<file path="src/rtl/nukv_fb_arbiter_if.sv">
// Request streams around the feedback/ingress arbiter: two request inputs and one merged output.
// The master modport is the surrounding logic; the slave modport is the arbiter.
interface nukv_fb_arbiter_if #(
    parameter int DW = 224
);
    logic [DW-1:0] fb_in_data;
    logic          fb_in_valid;
    logic          fb_in_ready;
    logic [DW-1:0] reg_in_data;
    logic          reg_in_valid;
    logic          reg_in_ready;
    logic [DW-1:0] out_data;
    logic          out_is_fb;
    logic          out_valid;
    logic          out_ready;

    modport master (
        output fb_in_data, fb_in_valid,
        input  fb_in_ready,
        output reg_in_data, reg_in_valid,
        input  reg_in_ready,
        input  out_data, out_is_fb, out_valid,
        output out_ready
    );

    modport slave (
        input  fb_in_data, fb_in_valid,
        output fb_in_ready,
        input  reg_in_data, reg_in_valid,
        output reg_in_ready,
        output out_data, out_is_fb, out_valid,
        input  out_ready
    );
endinterface

</file>
<file path="src/rtl/nukv_fb_arbiter.sv">
// Merges feedback and ingress requests into one pipeline stream. Feedback has priority,
// bounded by a burst limit, and ingress admission is capped by an in-flight credit count.
module nukv_fb_arbiter #(
    parameter int KEY_WIDTH    = 128,
    parameter int META_WIDTH   = 96,
    parameter int MAX_INFLIGHT = 8,
    parameter int FB_BURST     = 4,
    localparam int DW = KEY_WIDTH + META_WIDTH,
    localparam int W  = $clog2(MAX_INFLIGHT + 1)
) (
    input  logic                 clk,
    input  logic                 rst,
    nukv_fb_arbiter_if.slave     bus,
    input  logic                 retire_valid_i,
    input  logic                 drain_req_i,
    output logic                 drained_o,
    output logic [W-1:0]         inflight_o,
    output logic                 err_underflow_o
);
    localparam int BW = $clog2(FB_BURST + 1);

    typedef enum logic [0:0] {
        ARB_FB  = 1'b0,
        ARB_REG = 1'b1
    } arb_state_e;

    arb_state_e    state_q, state_d;
    logic [BW-1:0] burst_q, burst_d;
    logic [W-1:0]  inflight_q, inflight_d;
    logic          err_q;
    logic          out_valid_q;
    logic          out_is_fb_q;
    logic [DW-1:0] out_data_q;

    logic          load_s;
    logic          retire_ok_s;
    logic          reg_elig_s;
    logic          grant_fb_s;
    logic          grant_reg_s;
    logic [BW-1:0] burst_inc_s;

    // A retire seen at full occupancy frees its credit for use in the same cycle.
    assign load_s      = !out_valid_q | bus.out_ready;
    assign retire_ok_s = retire_valid_i & (inflight_q != {W{1'b0}});
    assign reg_elig_s  = bus.reg_in_valid & !drain_req_i &
                         ((inflight_q < W'(MAX_INFLIGHT)) | retire_ok_s);
    assign burst_inc_s = burst_q + BW'(1);

    // Grant selection and next arbitration state.
    always_comb begin
        grant_fb_s  = 1'b0;
        grant_reg_s = 1'b0;
        state_d     = state_q;
        burst_d     = burst_q;
        if (rst || !load_s) begin
            state_d = state_q;
        end else if (state_q == ARB_REG && reg_elig_s) begin
            grant_reg_s = 1'b1;
            burst_d     = {BW{1'b0}};
            state_d     = ARB_FB;
        end else if (bus.fb_in_valid) begin
            grant_fb_s = 1'b1;
            if (reg_elig_s) begin
                burst_d = burst_inc_s;
                state_d = (burst_inc_s >= BW'(FB_BURST)) ? ARB_REG : ARB_FB;
            end else begin
                burst_d = {BW{1'b0}};
                state_d = ARB_FB;
            end
        end else if (reg_elig_s) begin
            grant_reg_s = 1'b1;
            burst_d     = {BW{1'b0}};
            state_d     = ARB_FB;
        end else begin
            state_d = state_q;
        end
    end

    // Credit count after this cycle's ingress grant and retire.
    always_comb begin
        inflight_d = inflight_q + W'(grant_reg_s) - W'(retire_ok_s);
    end

    // Arbiter state, credits, error flag and the single output entry.
    always_ff @(posedge clk) begin
        if (rst) begin
            state_q     <= ARB_FB;
            burst_q     <= {BW{1'b0}};
            inflight_q  <= {W{1'b0}};
            err_q       <= 1'b0;
            out_valid_q <= 1'b0;
            out_is_fb_q <= 1'b0;
            out_data_q  <= {DW{1'b0}};
        end else begin
            state_q    <= state_d;
            burst_q    <= burst_d;
            inflight_q <= inflight_d;
            if (retire_valid_i && inflight_q == {W{1'b0}}) begin
                err_q <= 1'b1;
            end else begin
                err_q <= err_q;
            end
            if (load_s) begin
                out_valid_q <= grant_fb_s | grant_reg_s;
                out_is_fb_q <= grant_fb_s;
                if (grant_fb_s) begin
                    out_data_q <= bus.fb_in_data;
                end else if (grant_reg_s) begin
                    out_data_q <= bus.reg_in_data;
                end else begin
                    out_data_q <= out_data_q;
                end
            end else begin
                out_valid_q <= out_valid_q;
                out_is_fb_q <= out_is_fb_q;
                out_data_q  <= out_data_q;
            end
        end
    end

    assign bus.fb_in_ready  = grant_fb_s;
    assign bus.reg_in_ready = grant_reg_s;
    assign bus.out_data     = out_data_q;
    assign bus.out_is_fb    = out_is_fb_q;
    assign bus.out_valid    = out_valid_q;

    assign drained_o       = (inflight_q == {W{1'b0}}) & !out_valid_q & !bus.fb_in_valid;
    assign inflight_o      = inflight_q;
    assign err_underflow_o = err_q;
endmodule

</file>
<file path="src/flat_wrapper.sv">
// flat-port wrapper written by rule: the top's interface ports become plain ports
module nukv_fb_arbiter_flat 
#(
    parameter int KEY_WIDTH    = 128,
    parameter int META_WIDTH   = 96,
    parameter int MAX_INFLIGHT = 8,
    parameter int FB_BURST     = 4,
    localparam int DW = KEY_WIDTH + META_WIDTH,
    localparam int W  = $clog2(MAX_INFLIGHT + 1)
)
  (clk, rst, retire_valid_i, drain_req_i, drained_o, inflight_o, err_underflow_o, bus_fb_in_data, bus_fb_in_valid, bus_fb_in_ready, bus_reg_in_data, bus_reg_in_valid, bus_reg_in_ready, bus_out_data, bus_out_is_fb, bus_out_valid, bus_out_ready);
  nukv_fb_arbiter_if #(.DW(((128) + (96)))) bus_i ();
  input  logic clk;
  input  logic rst;
  input  logic retire_valid_i;
  input  logic drain_req_i;
  output logic drained_o;
  output logic [W-1:0] inflight_o;
  output logic err_underflow_o;
  input wire logic [$bits(bus_i.fb_in_data)-1:0] bus_fb_in_data;
  input wire logic [$bits(bus_i.fb_in_valid)-1:0] bus_fb_in_valid;
  output wire logic [$bits(bus_i.fb_in_ready)-1:0] bus_fb_in_ready;
  input wire logic [$bits(bus_i.reg_in_data)-1:0] bus_reg_in_data;
  input wire logic [$bits(bus_i.reg_in_valid)-1:0] bus_reg_in_valid;
  output wire logic [$bits(bus_i.reg_in_ready)-1:0] bus_reg_in_ready;
  output wire logic [$bits(bus_i.out_data)-1:0] bus_out_data;
  output wire logic [$bits(bus_i.out_is_fb)-1:0] bus_out_is_fb;
  output wire logic [$bits(bus_i.out_valid)-1:0] bus_out_valid;
  input wire logic [$bits(bus_i.out_ready)-1:0] bus_out_ready;
  assign bus_i.fb_in_data = bus_fb_in_data;
  assign bus_i.fb_in_valid = bus_fb_in_valid;
  assign bus_fb_in_ready = bus_i.fb_in_ready;
  assign bus_i.reg_in_data = bus_reg_in_data;
  assign bus_i.reg_in_valid = bus_reg_in_valid;
  assign bus_reg_in_ready = bus_i.reg_in_ready;
  assign bus_out_data = bus_i.out_data;
  assign bus_out_is_fb = bus_i.out_is_fb;
  assign bus_out_valid = bus_i.out_valid;
  assign bus_i.out_ready = bus_out_ready;
  nukv_fb_arbiter #(.KEY_WIDTH(KEY_WIDTH), .META_WIDTH(META_WIDTH), .MAX_INFLIGHT(MAX_INFLIGHT), .FB_BURST(FB_BURST)) u_core (.clk(clk), .rst(rst), .bus(bus_i), .retire_valid_i(retire_valid_i), .drain_req_i(drain_req_i), .drained_o(drained_o), .inflight_o(inflight_o), .err_underflow_o(err_underflow_o));
endmodule
</file>
<file path="config.mk">
export PLATFORM = sky130hd
export DESIGN_NAME = nukv_fb_arbiter_flat
export DESIGN_NICKNAME = d
export VERILOG_FILES = /design/src/rtl/nukv_fb_arbiter_if.sv /design/src/rtl/nukv_fb_arbiter.sv /design/src/flat_wrapper.sv
export SDC_FILE = /design/constraint.sdc
export NUM_CORES = 1
export LEC_CHECK = 0
export CORE_AREA = 2 2 266 268
export CTS_CLUSTER_DIAMETER = 150
export DETAILED_ROUTE_END_ITERATION = 16
export DIE_AREA = 0 0 268 270
export GPL_TIMING_DRIVEN = 0
export PLACE_DENSITY = 0.49
export SYNTH_ARGS = -nofsm -noshare
export SYNTH_HDL_FRONTEND = slang
export SYNTH_SLANG_ARGS = --single-unit
</file>
<file path="constraint.sdc">
create_clock -name clk -period 7.08 [get_ports clk]
set_input_delay 1.77 -clock clk [delete_from_list [all_inputs] [get_ports clk]]
set_output_delay 1.77 -clock clk [all_outputs]
set_load 0.05 [all_outputs]
</file>
==> results of run 1 <==
final cells by class:
class / instances / area, um^2 / area share, %
clock buffer: 37 / 763.2 / 3.884
buffer: 100 / 576.8 / 2.936
tap: 940 / 1176 / 5.986
antenna: 1 / 2.502 / 0.01274
sequential: 234 / 4684 / 23.84
multi-input combinational: 715 / 5389 / 27.43
timing repair buffer: 687 / 6877 / 35.00
clock inverter: 11 / 157.7 / 0.8023
inverter: 6 / 22.52 / 0.1146
cells in the mapped netlist, types with 2 or more instances:
cell type	count
buf_2	26
o21ai_0	99
nor2_1	5
xnor2_1	2
ha_1	6
o21ai_1	125
a21o_1	2
nand2b_1	2
nand3b_1	225
clkbuf_1	51
mux2i_1	224
nand3_1	2
dfxtp_1	234
a21oi_1	5
nor3b_1	4
inv_1	6
nor2b_1	5
buf_6	22
registers in the layout, summed over array words and instances (netlist names):
signal	cells
u_core.bus.out_is_fb	1
u_core.err_underflow_o	1
u_core.burst_q	3
u_core.bus.out_data	224
u_core.bus.out_valid	1
u_core.inflight_o	4
worst max-delay path: stages:
cell,delay (ns)
clkdlybuf4s50_1,0.46
nor2b_1,0.22
nor4b_4,0.10
a21oi_1,0.14
buf_2,0.37
buf_6,0.25
buf_6,0.18
clkdlybuf4s50_1,0.82
metal layers:
layer	up-vias	GRT usage, %
li1	5267	-
met1	5090	14.92
met3	52	3.510
met5	-	0
met2	396	25.57
met4	2	3.102
per-stage QoR:
stage               hold WS (ns)  util, %  power [W]  std cells  worst slack, ns
floorplan                 0.4459        -   0.002560       1055            2.396
global placement          0.4527    26.93   0.003347       2682           0.9115
detailed placement        0.4700    26.93   0.003362       2682           0.8788
CTS                       0.4814    28.25   0.004880       2730           0.8772
global route              0.5004    28.25   0.005013       2730           0.8477
finish                    0.4772    28.25   0.004793       2731           0.9844
power by group:
part	switching, W	internal (W)	leakage (nW)
Clock	0.000590	0.000893	0.455
Sequential	0.0000950	0.00148	1.94
Combinational	0.00103	0.000699	4.50
Total	0.00172	0.00308	6.89
kinds of logic after synthesis:
kind of cell | count (synthesis) | synth area share [%]
XOR/XNOR | 2 | 0.1642
multiplexers | 224 | 21.01
flip-flops | 234 | 43.89
AND/OR/NAND/NOR | 248 | 17.30
AO/OA/AOI/OAI | 234 | 11.13
buffers and inverters | 106 | 5.615
adder cells (fa/ha/maj) | 7 | 0.8910
worst paths after layout:
kind	from	to	slack, ns	cells after the start
worst min register to register	u_core.bus.out_data[27]$_SDFFE_PP0P_	u_core.bus.out_data[27]$_SDFFE_PP0P_	0.48	2
worst min-delay path	u_core.bus.out_data[27]$_SDFFE_PP0P_	u_core.bus.out_data[27]$_SDFFE_PP0P_	0.48	2
worst max register to register	u_core.inflight_o[2]$_SDFF_PP0_	u_core.bus.out_data[95]$_SDFFE_PP0P_	4.19	8
worst max-delay path	retire_valid_i	bus_fb_in_ready	0.98	8
==> summary.md, run 1 <==
| Metric | Value |
|---|---|
| Outcome | `finished, final reports clean` |
| CTS tree | `built` |
| Final Max Tran Viols | `0` |
| H-tree level count | `1` |
| Cell Rows | `97` |
| TritonCTS buffer count | `27` |
| Final min period | `6.096 ns` |
| CP arrival | `4.33 ns` |
| Core area | `69540 um^2` |
| Most common cell after layout, fill and taps aside | `clkdlybuf4s50_1` |
| Fin area | `19650 um^2` |
| Cell Pwr Density | `243.9 nW/um^2` |
| Leakage | `6.892 nW` |
| Ys async rst share | `0%` |
| Max-slew headroom | `41.63%` |
| Met2 wire length | `26.81 mm` |
| Hold Vio Cnt, Final | `0` |
| Mapped Area | `10670 um^2` |
| Setup violators final | `0` |
| Critical Path Fanout Max | `10` |
| Most frequent cells in the layout | `687 x clkdlybuf4s50_1, 234 x dfxtp_1, 225 x nand3b_1` |
| Placed standard-cell area | `18730 um^2` |
| CP endpoint kind | `primary output` |
| Final Cycle Share | `86.10%` |
| Worst EP required | `5.31 ns` |
| Final nets | `2233` |
| Unrepaired setup endpoints after global routing | `no` |
| Sum of negative setup slack | `0 ns` |
| Worst-margin pin slew | `0.8756 ns` |
| DRC errors left | `0` |
| Max Clk Rate | `164.1 MHz` |
| Initial antenna violation count | `3` |
| Clock Latency Late Sink | `0.56 ns` |
| First-pass GRT wire length | `73.66 mm` |
| Post-synth EDFFs | `0` |
| Total GRT Usage | `13.54%` |
| Number of I/O pins | `689` |
| # clock sinks | `234` |
| Share of cells above drive strength 1 | `5.251%` |
| Dominant cells by area after synthesis | `dfxtp_1 44%, mux2i_1 21%, nand3b_1 16%` |
| IO Port Bufs | `687` |
| Met3 WL post-DR | `3.914 mm` |
| Avg WL per Cell | `19.00 um` |
| Final ANT Viol Nets | `0` |
| Max-cap violations | `0` |
| Iter 0 DRT Violations | `427` |
| Vias in the first global route | `11355` |
| Synth warnings | `0` |
| Post-CTS Hold Fix Bufs | `0` |
| Die Width | `268 um` |
| #FFs+latches synth | `234` |
| CTS Root Cell | `clkbuf_16` |
| Initial core utilization | `15.35%` |
| Gp weighted congestion | `0.8186` |
| # resized after CTS | `0` |
| Via-per-instance ratio | `3.957` |
| Synth Area per Inst | `10.12 um^2` |
| Clk slew on worst S/H paths | `0.06 ns` |
| Cell variety after synth | `28` |
| First-pass DRT Iterations | `5` |
| Mapped Cells | `1055` |
| Filler Cell Count | `7321` |
| Sequential share of the synthesized area | `43.89%` |
| Mapped Nets | `1517` |
| Hold Path Class | `flip-flop to flip-flop` |
| Post-CTS setup buffers | `0` |
| DP Wirelength | `42.64 mm` |
| Highest routed layer | `met5` |
| Area Growth Syn to Fin | `84.10%` |
| Synth top area share | `43.89%` |
| Clk_skew | `0.01176 ns` |
| Routed WL | `51.90 mm` |
| Vias | `10807` |
| Max Root-Sink Buffers | `3` |
| Met1 wire length | `20.00 mm` |
| Crit path kind | `input port to primary output` |
| VDD IR max | `0.1219 mV` |
| Chip height | `270 um` |
| DIE AREA | `72360 um^2` |
| Pin count of the biggest net entering global routing | `13` |
| Ys flop type | `dfxtp_1` |
| Grt ovf | `0` |
| Critical path startpoint category | `input port` |
| Synth area leader | `dfxtp_1` |
(Power assumes the default switching activity.)
==> inputs of run 2 (changes only) <==
- CTS_CLUSTER_DIAMETER: 150 -> not set
==> results of run 2 <==
Same layout as run 1: the final DEF is identical, and so are final timing and power.
